[config.mk]
export PLATFORM = sky130hd
export DESIGN_NAME = udp_tx_framer
export DESIGN_NICKNAME = d
export VERILOG_FILES = /design/src/rtl/udp_tx_framer.sv
export SDC_FILE = /design/constraint.sdc
export NUM_CORES = 1
export LEC_CHECK = 0
export ABC_AREA = 1
export BUFFER_PORTS_ARGS = -buffer_cell sky130_fd_sc_hd__buf_2
export CORE_UTILIZATION = 30
export CTS_CLUSTER_DIAMETER = 150
export DETAILED_ROUTE_END_ITERATION = 16
export PLACE_DENSITY = 0.59
export SYNTH_ARGS = -nofsm -noshare
export SYNTH_HDL_FRONTEND = slang
export SYNTH_SLANG_ARGS = --single-unit
[constraint.sdc]
create_clock -name clk -period 2.7 [get_ports clk]
set_input_delay 0.405 -clock clk [delete_from_list [all_inputs] [get_ports clk]]
set_output_delay 0.405 -clock clk [all_outputs]
set_load 0.005 [all_outputs]
[src/rtl/udp_tx_framer.sv]
// udp_tx_framer: sends one UDP header beat, then forwards exactly `length` payload bytes.
// Optional payload stall watchdog is built when UDP_TX_FRAMER_TIMEOUT_EN is defined. Rev 1.0
`default_nettype none

module udp_tx_framer #(
  parameter int MAX_PAYLOAD    = 1472,
  parameter int TIMEOUT_CYCLES = 1024
) (
  input  logic        clk,
  input  logic        rst,
  input  logic        start_i,
  input  logic [15:0] length_i,
  input  logic [31:0] dst_ip_i,
  input  logic [15:0] src_port_i,
  input  logic [15:0] dst_port_i,
  output logic        busy_o,
  output logic        done_o,
  output logic        err_o,
  output logic [1:0]  err_code_o,
  input  logic        s_tvalid,
  input  logic [7:0]  s_tdata,
  input  logic        s_tlast,
  output logic        s_tready,
  output logic        hdr_valid_o,
  input  logic        hdr_ready_i,
  output logic [31:0] hdr_ip_dst_o,
  output logic [15:0] hdr_src_port_o,
  output logic [15:0] hdr_dst_port_o,
  output logic [15:0] hdr_length_o,
  output logic        m_tvalid,
  output logic [7:0]  m_tdata,
  output logic        m_tlast,
  input  logic        m_tready
);

  typedef enum logic [1:0] {
    IDLE    = 2'd0,
    HDR     = 2'd1,
    PAYLOAD = 2'd2,
    DONE    = 2'd3
  } state_t;

  localparam logic [15:0] MAX_LEN = 16'(MAX_PAYLOAD);

  // Length + 8 must fit in 16 bits for the header length field.
  generate
    if (MAX_PAYLOAD < 1 || MAX_PAYLOAD > 65527 || TIMEOUT_CYCLES < 1) begin : g_param_check
      $error("udp_tx_framer: MAX_PAYLOAD or TIMEOUT_CYCLES out of range");
    end
  endgenerate

  state_t      state_q, state_d;
  logic [15:0] len_q, len_d;
  logic [15:0] hlen_q, hlen_d;
  logic [31:0] ip_q, ip_d;
  logic [15:0] sport_q, sport_d;
  logic [15:0] dport_q, dport_d;
  logic [15:0] cnt_q, cnt_d;
  logic        err_q, err_d;
  logic [1:0]  code_q, code_d;

  logic        hs;
  logic        last_beat;
  logic [15:0] len_m1;

  assign len_m1    = len_q - 16'd1;
  assign last_beat = (cnt_q == len_m1);
  assign hs        = (state_q == PAYLOAD) && s_tvalid && m_tready;

`ifdef UDP_TX_FRAMER_TIMEOUT_EN
  localparam int STALL_W = $clog2(TIMEOUT_CYCLES + 1);
  localparam logic [STALL_W-1:0] STALL_LAST = STALL_W'(TIMEOUT_CYCLES - 1);
  logic [STALL_W-1:0] stall_q, stall_d;

  always_ff @(posedge clk) begin
    if (rst) begin
      stall_q <= '0;
    end else begin
      stall_q <= stall_d;
    end
  end
`endif

  always_ff @(posedge clk) begin
    if (rst) begin
      state_q <= IDLE;
      len_q   <= '0;
      hlen_q  <= '0;
      ip_q    <= '0;
      sport_q <= '0;
      dport_q <= '0;
      cnt_q   <= '0;
      err_q   <= 1'b0;
      code_q  <= 2'd0;
    end else begin
      state_q <= state_d;
      len_q   <= len_d;
      hlen_q  <= hlen_d;
      ip_q    <= ip_d;
      sport_q <= sport_d;
      dport_q <= dport_d;
      cnt_q   <= cnt_d;
      err_q   <= err_d;
      code_q  <= code_d;
    end
  end

  always_comb begin
    state_d  = state_q;
    len_d    = len_q;
    hlen_d   = hlen_q;
    ip_d     = ip_q;
    sport_d  = sport_q;
    dport_d  = dport_q;
    cnt_d    = cnt_q;
    err_d    = 1'b0;
    code_d   = code_q;
    s_tready = 1'b0;
    m_tvalid = 1'b0;
    m_tdata  = 8'd0;
    m_tlast  = 1'b0;
`ifdef UDP_TX_FRAMER_TIMEOUT_EN
    stall_d  = '0;
`endif

    case (state_q)
      IDLE: begin
        if (start_i) begin
          code_d = 2'd0;
          if (length_i == 16'd0 || length_i > MAX_LEN) begin
            code_d = 2'd1;
            err_d  = 1'b1;
          end else begin
            len_d   = length_i;
            hlen_d  = length_i + 16'd8;
            ip_d    = dst_ip_i;
            sport_d = src_port_i;
            dport_d = dst_port_i;
            state_d = HDR;
          end
        end
      end

      HDR: begin
        cnt_d = 16'd0;
        if (hdr_ready_i) begin
          state_d = PAYLOAD;
        end
      end

      PAYLOAD: begin
        s_tready = m_tready;
        m_tvalid = s_tvalid;
        m_tdata  = s_tdata;
        m_tlast  = last_beat || s_tlast;
        if (hs) begin
          cnt_d = cnt_q + 16'd1;
          if (last_beat) begin
            state_d = DONE;
          end else if (s_tlast) begin
            code_d  = 2'd2;
            err_d   = 1'b1;
            state_d = IDLE;
          end
        end
`ifdef UDP_TX_FRAMER_TIMEOUT_EN
        // Abort only on a cycle without a handshake, so no beat is lost mid-transfer.
        if (!hs) begin
          if (stall_q == STALL_LAST) begin
            code_d  = 2'd3;
            err_d   = 1'b1;
            state_d = IDLE;
          end else begin
            stall_d = stall_q + STALL_W'(1);
          end
        end
`endif
      end

      DONE: begin
        state_d = IDLE;
      end

      default: begin
        state_d = IDLE;
      end
    endcase
  end

  assign busy_o         = (state_q != IDLE);
  assign done_o         = (state_q == DONE);
  assign hdr_valid_o    = (state_q == HDR);
  assign err_o          = err_q;
  assign err_code_o     = code_q;
  assign hdr_ip_dst_o   = ip_q;
  assign hdr_src_port_o = sport_q;
  assign hdr_dst_port_o = dport_q;
  assign hdr_length_o   = hlen_q;

endmodule

`default_nettype wire

==> results of run 1 <==
worst min-delay path by stage:
stage / end / cells past startpoint / startpoint / slack, ns
floorplan: len_q[15] / 2 / len_q[15] / 0.43
global placement: hdr_length_o[11] / 2 / hdr_length_o[11] / 0.42
detailed placement: hdr_length_o[11] / 2 / hdr_length_o[11] / 0.42
CTS: hdr_dst_port_o[0] / 3 / dst_port_i[0] / 0.20
global route: hdr_src_port_o[11] / 3 / src_port_i[11] / 0.21
finish: hdr_dst_port_o[0] / 3 / dst_port_i[0] / 0.21
routing by layer:
| layer | vias up | routed length, um | GRT usage | share of wire |
|---|---|---|---|---|
| met5 | - | 0 | 0 | 0 |
| met4 | 0 | 148 | 0.0505 | 0.0099 |
| met2 | 165 | 7000 | 0.275 | 0.47 |
| li1 | 2712 | - | - | - |
| met3 | 12 | 1190 | 0.0620 | 0.079 |
| met1 | 2362 | 6680 | 0.217 | 0.44 |
registers in the layout, summed over array words and instances (netlist names):
signal	flops
err_o	1
hdr_length_o	13
err_code_o	2
cnt_q	16
len_q	16
state_q	2
hdr_src_port_o	16
hdr_ip_dst_o	32
hdr_dst_port_o	16
metrics by stage:
stage	TNS [ns]	hold slack (ns)
after global placement	0	0.423
after CTS	0	0.196
after detailed placement	0	0.425
final	0	0.211
after global routing	-0.0186	0.211
after floorplan	0	0.429
worst min-delay path: stages:
cell	delay, ns
buf_2	0.07
nor2_1	0.03
nor2_1	0.08
timing repair:
| item | 4_1_cts | 5_1_grt |
|---|---|---|
| buffers inserted | 0 | 1 |
| gates resized for setup | 0 | 3 |
| endpoints found under the setup margin | 0 | 1 |
synthesized netlist by cell type, types with 2 or more instances:
cell type,number,share of area
a21oi_1,32,0.031
nand3b_1,3,0.0044
buf_4,4,0.0058
a211oi_1,2,0.0029
nand2_1,89,0.065
nor2_4,2,0.0044
clkbuf_1,20,0.015
clkbuf_2,2,0.0019
dfxtp_1,114,0.44
nand2_4,2,0.0044
o21ai_0,95,0.092
nand3_1,35,0.034
nor3_2,2,0.0039
nor2_1,201,0.15
xnor2_1,6,0.010
o21ai_1,3,0.0029
nand3_2,2,0.0039
nor3_1,11,0.011
xor2_1,12,0.020
nand4_1,5,0.0061
nor2_2,9,0.011
ha_1,3,0.0073
nand2_2,7,0.0085
buf_2,8,0.0077
nor2_8,2,0.0077
inv_1,57,0.041
inv_2,6,0.0044
logic make-up (layout without fill, tap and decap cells):
kind of cell	after synthesis	count (layout)
adders and majority gates	3	3
and+or+nand+nor	371	371
AOI/OAI and AO/OA	135	135
xor gates and xnor gates	18	18
DFF	114	114
buffers and inverters	98	293
cell type report:
cell class | count | area (sq um) | area share
Clock inverter | 13 | 209 | 0.0299
Inverter | 64 | 240 | 0.0344
Sequential cell | 114 | 2280 | 0.326
Clock buffer | 19 | 433 | 0.0619
Timing Repair Buffer | 197 | 1040 | 0.149
Multi-Input combinational cell | 527 | 2510 | 0.359
Tap cell | 220 | 275 | 0.0394
where the power goes:
part | switching [mW] | leakage, nW | internal, mW
logic | 0.272 | 2.37 | 0.175
clock network | 0.821 | 0.304 | 1.64
registers | 0.0256 | 0.920 | 1.72
==> run metrics, run 1 <==
outcome=complete, no violations; initial core utilization=0.309; # IOs=around 190; later-pin clock latency in the skew report=about 0.4 ns; Place WS=0.523 ns; Slew headroom=0.475; worst hold path class=in -> reg; clk slew on worst S/H paths=0.06 ns; chip width=about 130 um; CTS root buf=clkbuf_16; area grow syn2layout=35.3%; instance count of the mapped netlist=between 700 and 800; WP buf/inv=2; post-layout net count=roughly 1000; number of synthesized flops with an enable pin=0; CTS Hold Bufs=0; LEAKAGE=roughly 3.6 nW; Final setup viols=0; 1st-pass router iterations=4; Port-buffer cells=~190; crit end category=output port; Vias=roughly 5300; number of synthesis warnings=0; Final HPWL DP=between 10 and 15 mm; number of cells on the critical path=13; Worst path max stage delay=between 0.3 and 0.4 ns; final period utilization=0.941; Antenna Nets Post-Route=0; pin count of the biggest net entering global routing=between 80 and 90; clock buffer count from CTS=17; final estimated routing congestion in global placement=between 0.8 and 0.9; Power Density=665 nW/um^2; critical path startpoint category=flip-flop; largest family of logic cells by synthesized area=simple AND/OR/NAND/NOR gates; CP Class=reg -> out; num rows=47; XOR/XNOR Fraction of Synth Area=0.0305; DRC viols=0; worst slew pin tran=0.784 ns; simple-gate area share of the yosys netlist=0.310; DR iter-0 viols=239; final instance area=between 6000 and 7000 sq um; ys flop type=dfxtp_1; first-pass GRT wire length=about 24 mm; CTS tree=yes; FFs w/ async S/R, synth=0; H-tree depth=4; VDD IR max=approximately 390 uV; RR Endpoint=cnt_q[13]; depth of the worst register-to-register path=11; fin util=0.419; most common cell after layout, fill and taps aside=nor2_1; fin worst setup slack=roughly 0.16 ns; Adder-Cell Fraction of Synth Area=0.00726; number of diodes=0; cell mode on critical path=nand2_1; Final Max Tran Viols=0; Layout Skew=~0.0065 ns; post-synthesis register bit count=~110; crit-path leading delay family=simple AND/OR/NAND/NOR gates; GRT Total Usage=0.172; Crit path required time=2.30 ns; f_max=between 300 and 400 MHz; Max Cap Violations=0; CP Data Arrival Time=around 2.1 ns; CTS sink count=between 100 and 150; post-route insts no fill=1154; Vert. Die Dim=133 um; sequential area share after synthesis=0.442; Total Routed Length=~15 mm; register-to-register setup slack=0.72 ns; initial antenna violation count=0; die area=roughly 18000 sq um; CTS Buffer Depth=2; CORE AREA=roughly 17000 sq um; Congestion Overflow GR=0; DP Area=between 6000 and 7000 sq um; syn avg cell area=about 7.0 sq um; complex-gate fraction of the synthesized area=0.134; Layout fillers=approximately 1800; Power Total=around 4.6 mW; Worst Path Max Fanout=5; final hold viol count=0; RR Startpoint=state_q[1]; crit path cell chain=inv_2, ha_4, nand2_4, nor2_4, nand2_1, nand2_1, nand2_1, nor2_1, nand2_1, nor2_2, nand2_1, a21oi_1, buf_2; slowest stage cell, crit path=dfxtp_1; Tmin final=~2.5 ns; placed cells=~1100; wire per inst=between 10 and 15 um; share of cells above drive strength 1=0.281; most frequent cells in the layout=nor2_1, buf_2, dfxtp_1; CP Launch Point=len_q[0]; worst setup path end=m_tlast; post-synthesis mux area share=0; vias per cell=between 4 and 5; net count after synthesis=roughly 840; Cell variety after synth=32; vias in the first global route=just under 5000; mapped cell area=5170 sq um
(Power assumes the default switching activity.)
==> run 2: changes to the inputs <==
ABC_AREA = unset   (was 1)
PLACE_DENSITY = unset   (was 0.59)
==> run metrics, run 2 <==
Max Cap Violations=0 (unchanged); Layout fillers=1698 (-4.1%); crit end category=output port; DR iter-0 viols=222 (-7.1%); top cell type by total area after synthesis=dfxtp_1; fin util=0.430 (+0.0111); final instance area=6830 sq um (-2.4%); initial antenna violation count=0 (unchanged); Cell variety after synth=50 (+56%); clk slew on worst S/H paths=0.05 ns (about the same); vias in the first global route=4134 (-16%); met2 Resource Use GR=0.260 (-0.0146); hold_ws=0.182 ns (-0.0290 ns); met3 GRT Util=0.0615 (-0.000505); final hold viol count=0 (unchanged); clock buffer count from CTS=17 (unchanged); DRC viols=0 (unchanged); RR Startpoint=len_q[6]; VDD IR max=392 uV (+1.7%); later-pin clock latency in the skew report=0.42 ns (about the same); Final Max Tran Viols=0 (unchanged); # IOs=192 (unchanged); chip width=129 um (-2.8%); mapped cell area=4870 sq um (-5.7%); Vias=4733 (-9.9%); outcome=complete, but fails checks; most frequent cell after synthesis=nand2_1; number of synthesis warnings=0 (unchanged); Antenna Nets Post-Route=0 (unchanged); fin worst setup slack=-0.416 ns (-0.576 ns); CTS root buf=clkbuf_16; area grow syn2layout=40.0%; Hold Crit Start=rst; CP Data Arrival Time=2.71 ns (+0.57 ns); post-synthesis register bit count=114 (unchanged); slowest stage cell, crit path=or4_4; register area=2280 sq um (about the same); most common cell after layout, fill and taps aside=buf_2; hold endpoint=hdr_dst_port_o[10]; crit-path leading delay family=simple AND/OR/NAND/NOR gates; Total Routed Length=13.7 mm (-8.8%); most frequent cells in the layout=buf_2, nand2_1, dfxtp_1; hold path depth=2 (-1); number of synthesized flops with an enable pin=0 (unchanged); number of diodes=0 (unchanged); crit path cell chain=or4_4, nor4_4, xnor2_1, nor4_1, o2111ai_1, or3_4, a21boi_2, buf_2; vias per cell=4.55 (about the same); CTS tree=yes; final period utilization=1.15 (+0.213); GRT Total Usage=0.164 (-0.00841); Layout Skew=0.0104 ns (+0.00387 ns); worst hold path class=in -> reg; Final setup viols=1 (+1); Power Total=4.12 mW (-11%); CTS sink count=114 (unchanged); Port-buffer cells=191 (unchanged); CTS Buffer Depth=2 (unchanged); top cells by area, synth=dfxtp_1, nand2_1, a21oi_1; synth cell count leaders=nand2_1, dfxtp_1, a21oi_1; Power Density=604 nW/um^2 (-9.2%); critical path startpoint category=flip-flop; failing checks=setup timing; Worst Path Max Fanout=3 (-2); Crit path required time=2.30 ns (about the same); Vert. Die Dim=129 um (-2.8%); instance count of the mapped netlist=616 (-17%); Congestion Overflow GR=0 (unchanged); 1st-pass router iterations=4 (unchanged); FFs w/ async S/R, synth=0 (unchanged); first-pass GRT wire length=21.1 mm (-13%); Multi-input gate area=2430 sq um (-3.3%); RR Endpoint=err_o; Tmin final=3.12 ns (+0.576 ns); DP Area=6200 sq um (-1.9%); unrepaired setup endpoints after global routing=true; Worst path max stage delay=0.56 ns (+0.21 ns); depth of the worst register-to-register path=8 (-3); met1 Use GR=0.201 (-0.0168); final estimated routing congestion in global placement=0.793 (-8.8%); CORE AREA=15900 sq um (-4.9%); Synth top area share=0.468 (+0.0265); H-tree depth=4 (unchanged); WP buf/inv=1 (-1); gr busiest metal=met2; f_max=321 MHz (-18%); initial core utilization=0.307 (-0.00254); CTS Hold Bufs=0 (unchanged); wire per inst=13.1 um (+1.0%); share of cells above drive strength 1=0.320 (+0.0395); register-to-register setup slack=0.18 ns (-0.54 ns); worst slew pin tran=0.625 ns (-0.159 ns); post-layout net count=910 (-11%); Slew headroom=0.583 (+0.108); ys flop type=dfxtp_1; net count after synthesis=714 (-15%); pin count of the biggest net entering global routing=57 (-34%); CP Class=reg -> out; num rows=46 (-2.1%); LEAKAGE=2.96 nW (-18%); die area=16800 sq um (-5.6%); sequential area share after synthesis=0.468 (+0.0265); max reg flops=32 (unchanged); syn avg cell area=7.91 sq um (+13%); setup TNS=-0.416 ns (-0.416 ns); Final HPWL DP=9.73 mm (-9.9%)
==> run 2: logic make-up (layout without fill, tap and decap cells) <==
| kind of cell | Yosys count | after routing | share of synthesized area |
|---|---|---|---|
| multiplexers | 5 | 5 | 0.0103 |
| buffers and inverters | 49 | 258 | 0.0421 |
| flip-flops | 114 | 114 | 0.468 |
| adder cells (fa/ha/maj) | 3 | 3 | 0.00770 |
| AND/OR/NAND/NOR | 293 | 293 | 0.271 |
| AO/OA/AOI/OAI | 114 | 114 | 0.132 |
| XOR/XNOR | 38 | 38 | 0.0683 |
==> run 2: metal layers <==
layer	up-vias	part of all wire
li1	2451	-
met1	2153	0.45
met2	117	0.47
met3	12	0.068
met4	0	0.012
met5	-	0
==> run 2: repair_timing <==
| item | in CTS | in global routing |
|---|---|---|
| pin swaps | 2 | 1 |
| setup buffers | 0 | 0 |
| resized for setup | 3 | 5 |
| endpoints found under the setup margin | 1 | 4 |
==> run 2: final cells by class <==
| type | instances | share of cell area |
|---|---|---|
| flip-flops and latches | 114 | 0.335 |
| repair buffers | 220 | 0.180 |
| clock buffers | 24 | 0.0720 |
| well taps | 216 | 0.0396 |
| inverters | 6 | 0.00330 |
| clock inverters | 8 | 0.0148 |
| multi-input cells | 453 | 0.356 |
==> run 2: per-stage QoR <==
step / cells / setup WS (ns)
4_1_cts: 1041 / -0.475
5_1_grt: 1041 / -0.605
6_report: 1041 / -0.416
3_5_place_dp: 1009 / -0.0669
3_3_place_gp: 1009 / -0.0669
2_1_floorplan: 616 / -0.0190
==> run 2: worst register-to-register path, delay by kind of cell (launching register included) <==
kind | cells | cell delay (ns)
buffers and inverters | 1 | 0.17
flip-flops | 1 | 0.32
XOR/XNOR | 1 | 0.09
AND/OR/NAND/NOR | 4 | 1.47
AO/OA/AOI/OAI | 2 | 0.35
==> run 2: report_power, final <==
group | switching [mW] | internal [mW]
Sequential | 0.00539 | 1.69
Clock | 0.782 | 1.45
Combinational | 0.0976 | 0.0895
==> run 2: worst max-delay path by stage <==
stage | start | endpoint | slack, ns | cells after the start
3_5_place_dp | len_q[0] | m_tlast | -0.07 | 11
5_1_grt | len_q[0] | m_tlast | -0.60 | 10
3_3_place_gp | len_q[0] | m_tlast | -0.07 | 11
2_1_floorplan | len_q[0] | m_tlast | -0.02 | 11
6_report | len_q[6] | m_tlast | -0.42 | 8
4_1_cts | len_q[0] | m_tlast | -0.47 | 10
==> run 3: changes to the inputs <==
GPL_ROUTABILITY_DRIVEN = 0   (was unset)
REMOVE_ABC_BUFFERS = 1   (was unset)
==> run metrics, run 3 (synthesis results as in run 2) <==
outcome=complete, but fails checks; failing checks=setup timing; Worst Path Max Fanout=3 (unchanged); fin worst setup slack=-0.411 ns (+0.00471 ns); chip width=129 um (unchanged); wire per inst=12.7 um (-3.7%); DR iter-0 viols=150 (-32%); crit end category=output port; worst hold path class=in -> reg; CORE AREA=15900 sq um (unchanged); CTS Hold Bufs=0 (unchanged); Crit path required time=2.30 ns (about the same); initial core utilization=0.307 (unchanged); Final setup viols=1 (unchanged); Slew headroom=0.608 (+0.0243); CP Data Arrival Time=2.71 ns (about the same); die area=16800 sq um (unchanged); area grow syn2layout=40.0% (about the same); Power Density=614 nW/um^2 (+1.6%); initial antenna violation count=3 (+3); LEAKAGE=2.95 nW (-0.30%); CTS root buf=clkbuf_16; num rows=46 (unchanged); VDD IR max=435 uV (+11%); Vias=4718 (-0.32%); Congestion Overflow GR=0 (unchanged); Antenna Nets Post-Route=0 (unchanged); vias per cell=4.52 (-0.51%); CP Class=reg -> out; vias in the first global route=4246 (+2.7%); Vert. Die Dim=129 um (unchanged); unrepaired setup endpoints after global routing=true; DRC viols=0 (unchanged); clock buffer count from CTS=17 (unchanged); Max Cap Violations=0 (unchanged); final hold viol count=0 (unchanged); final period utilization=1.15 (-0.00174); post-layout net count=911 (+0.11%); CTS Buffer Depth=2 (unchanged); Total Routed Length=13.2 mm (-3.5%); Final HPWL DP=9.62 mm (-1.1%); GRT Total Usage=0.161 (-0.00334); H-tree depth=4 (unchanged); # IOs=192 (unchanged); most frequent cells in the layout=buf_2, nand2_1, dfxtp_1; Tmin final=3.11 ns (-0.00471 ns); worst slew pin tran=0.589 ns (-0.0364 ns); max reg flops=32 (unchanged); critical path startpoint category=flip-flop; CTS tree=yes; hold_ws=0.227 ns (+0.0450 ns); Port-buffer cells=191 (unchanged); most common cell after layout, fill and taps aside=buf_2; fin util=0.430 (about the same); f_max=321 MHz (+0.15%); postcts setup bufs=0 (unchanged); clk slew on worst S/H paths=0.06 ns (about the same); later-pin clock latency in the skew report=0.41 ns (about the same); CTS sink count=114 (unchanged); Final Max Tran Viols=0 (unchanged); Layout Skew=0.00783 ns (-0.00253 ns); pin count of the biggest net entering global routing=54 (-5.3%); 1st-pass router iterations=4 (unchanged); first-pass GRT wire length=21.0 mm (-0.46%); share of cells above drive strength 1=0.319 (-0.00121)
## run 3: cell count changes in the layout (fill, tap and decap cells not counted), sizes merged
cell      previous run  this run
clkbuf              24        19
clkinvlp             3         6
inv                  6         7
buf                220       221
clkinv               3         2
diode                0         2
bufinv               2         3
## run 3: worst paths after layout
path                         start                to  slack, ns  cells after the start
setup / recovery          len_q[0]           m_tlast      -0.41                     10
hold / removal        dst_ip_i[21]  hdr_ip_dst_o[21]       0.23                      3
setup reg to reg          len_q[0]             err_o       0.18                     10
hold reg to reg   hdr_length_o[14]  hdr_length_o[14]       0.45                      1
## run 3: repair_timing
item | CTS | global route
endpoints found under the setup margin | 1 | 1
gates resized for setup | 2 | 3
pin swaps | 2 | 2
## run 3: cell type report
cell class,count,area [sq um]
Clock inverter,12,158
Antenna cell,2,5.00
Inverter,6,22.5
Fill cell,1628,9060
Multi-Input combinational cell,453,2410
Timing Repair Buffer,221,1220
Tap cell,216,270
Sequential cell,114,2280
Clock buffer,19,453
## run 3: critical path, cell delays in order (launching register included)
cell,delay [ns]
dfxtp_1,0.31
inv_1,0.05
ha_2,0.17
or4b_4,0.49
nor4_4,0.15
xnor2_1,0.09
nor4_1,0.28
o2111ai_1,0.15
or3_4,0.37
a21boi_2,0.13
buf_2,0.11
## run 3: report_power, final
part | switching [mW] | leakage (nW) | internal [mW]
combinational | 0.0960 | 1.75 | 0.0899
sequential | 0.00463 | 0.919 | 1.69
clock | 0.809 | 0.280 | 1.50
## run 3: layer usage
metal	track usage	up-vias	routed length (um)
met2	0.258	118	6260
met4	0.0410	2	95
met1	0.192	2140	5830
met5	0	-	8
li1	-	2448	-
met3	0.0772	10	1020
## run 3: through the flow
stage	std cells	area, sq um	power (mW)	worst slack [ns]	setup TNS, ns
final	1043	6820	4.19	-0.411	-0.411
after global routing	1041	6820	4.35	-0.628	-0.628
after CTS	1041	6810	4.25	-0.468	-0.468
after detailed placement	1010	6190	1.92	-0.101	-0.101
after global placement	1010	6190	1.92	-0.0960	-0.0960
after floorplan	573	4690	1.79	-1.38	-94.06
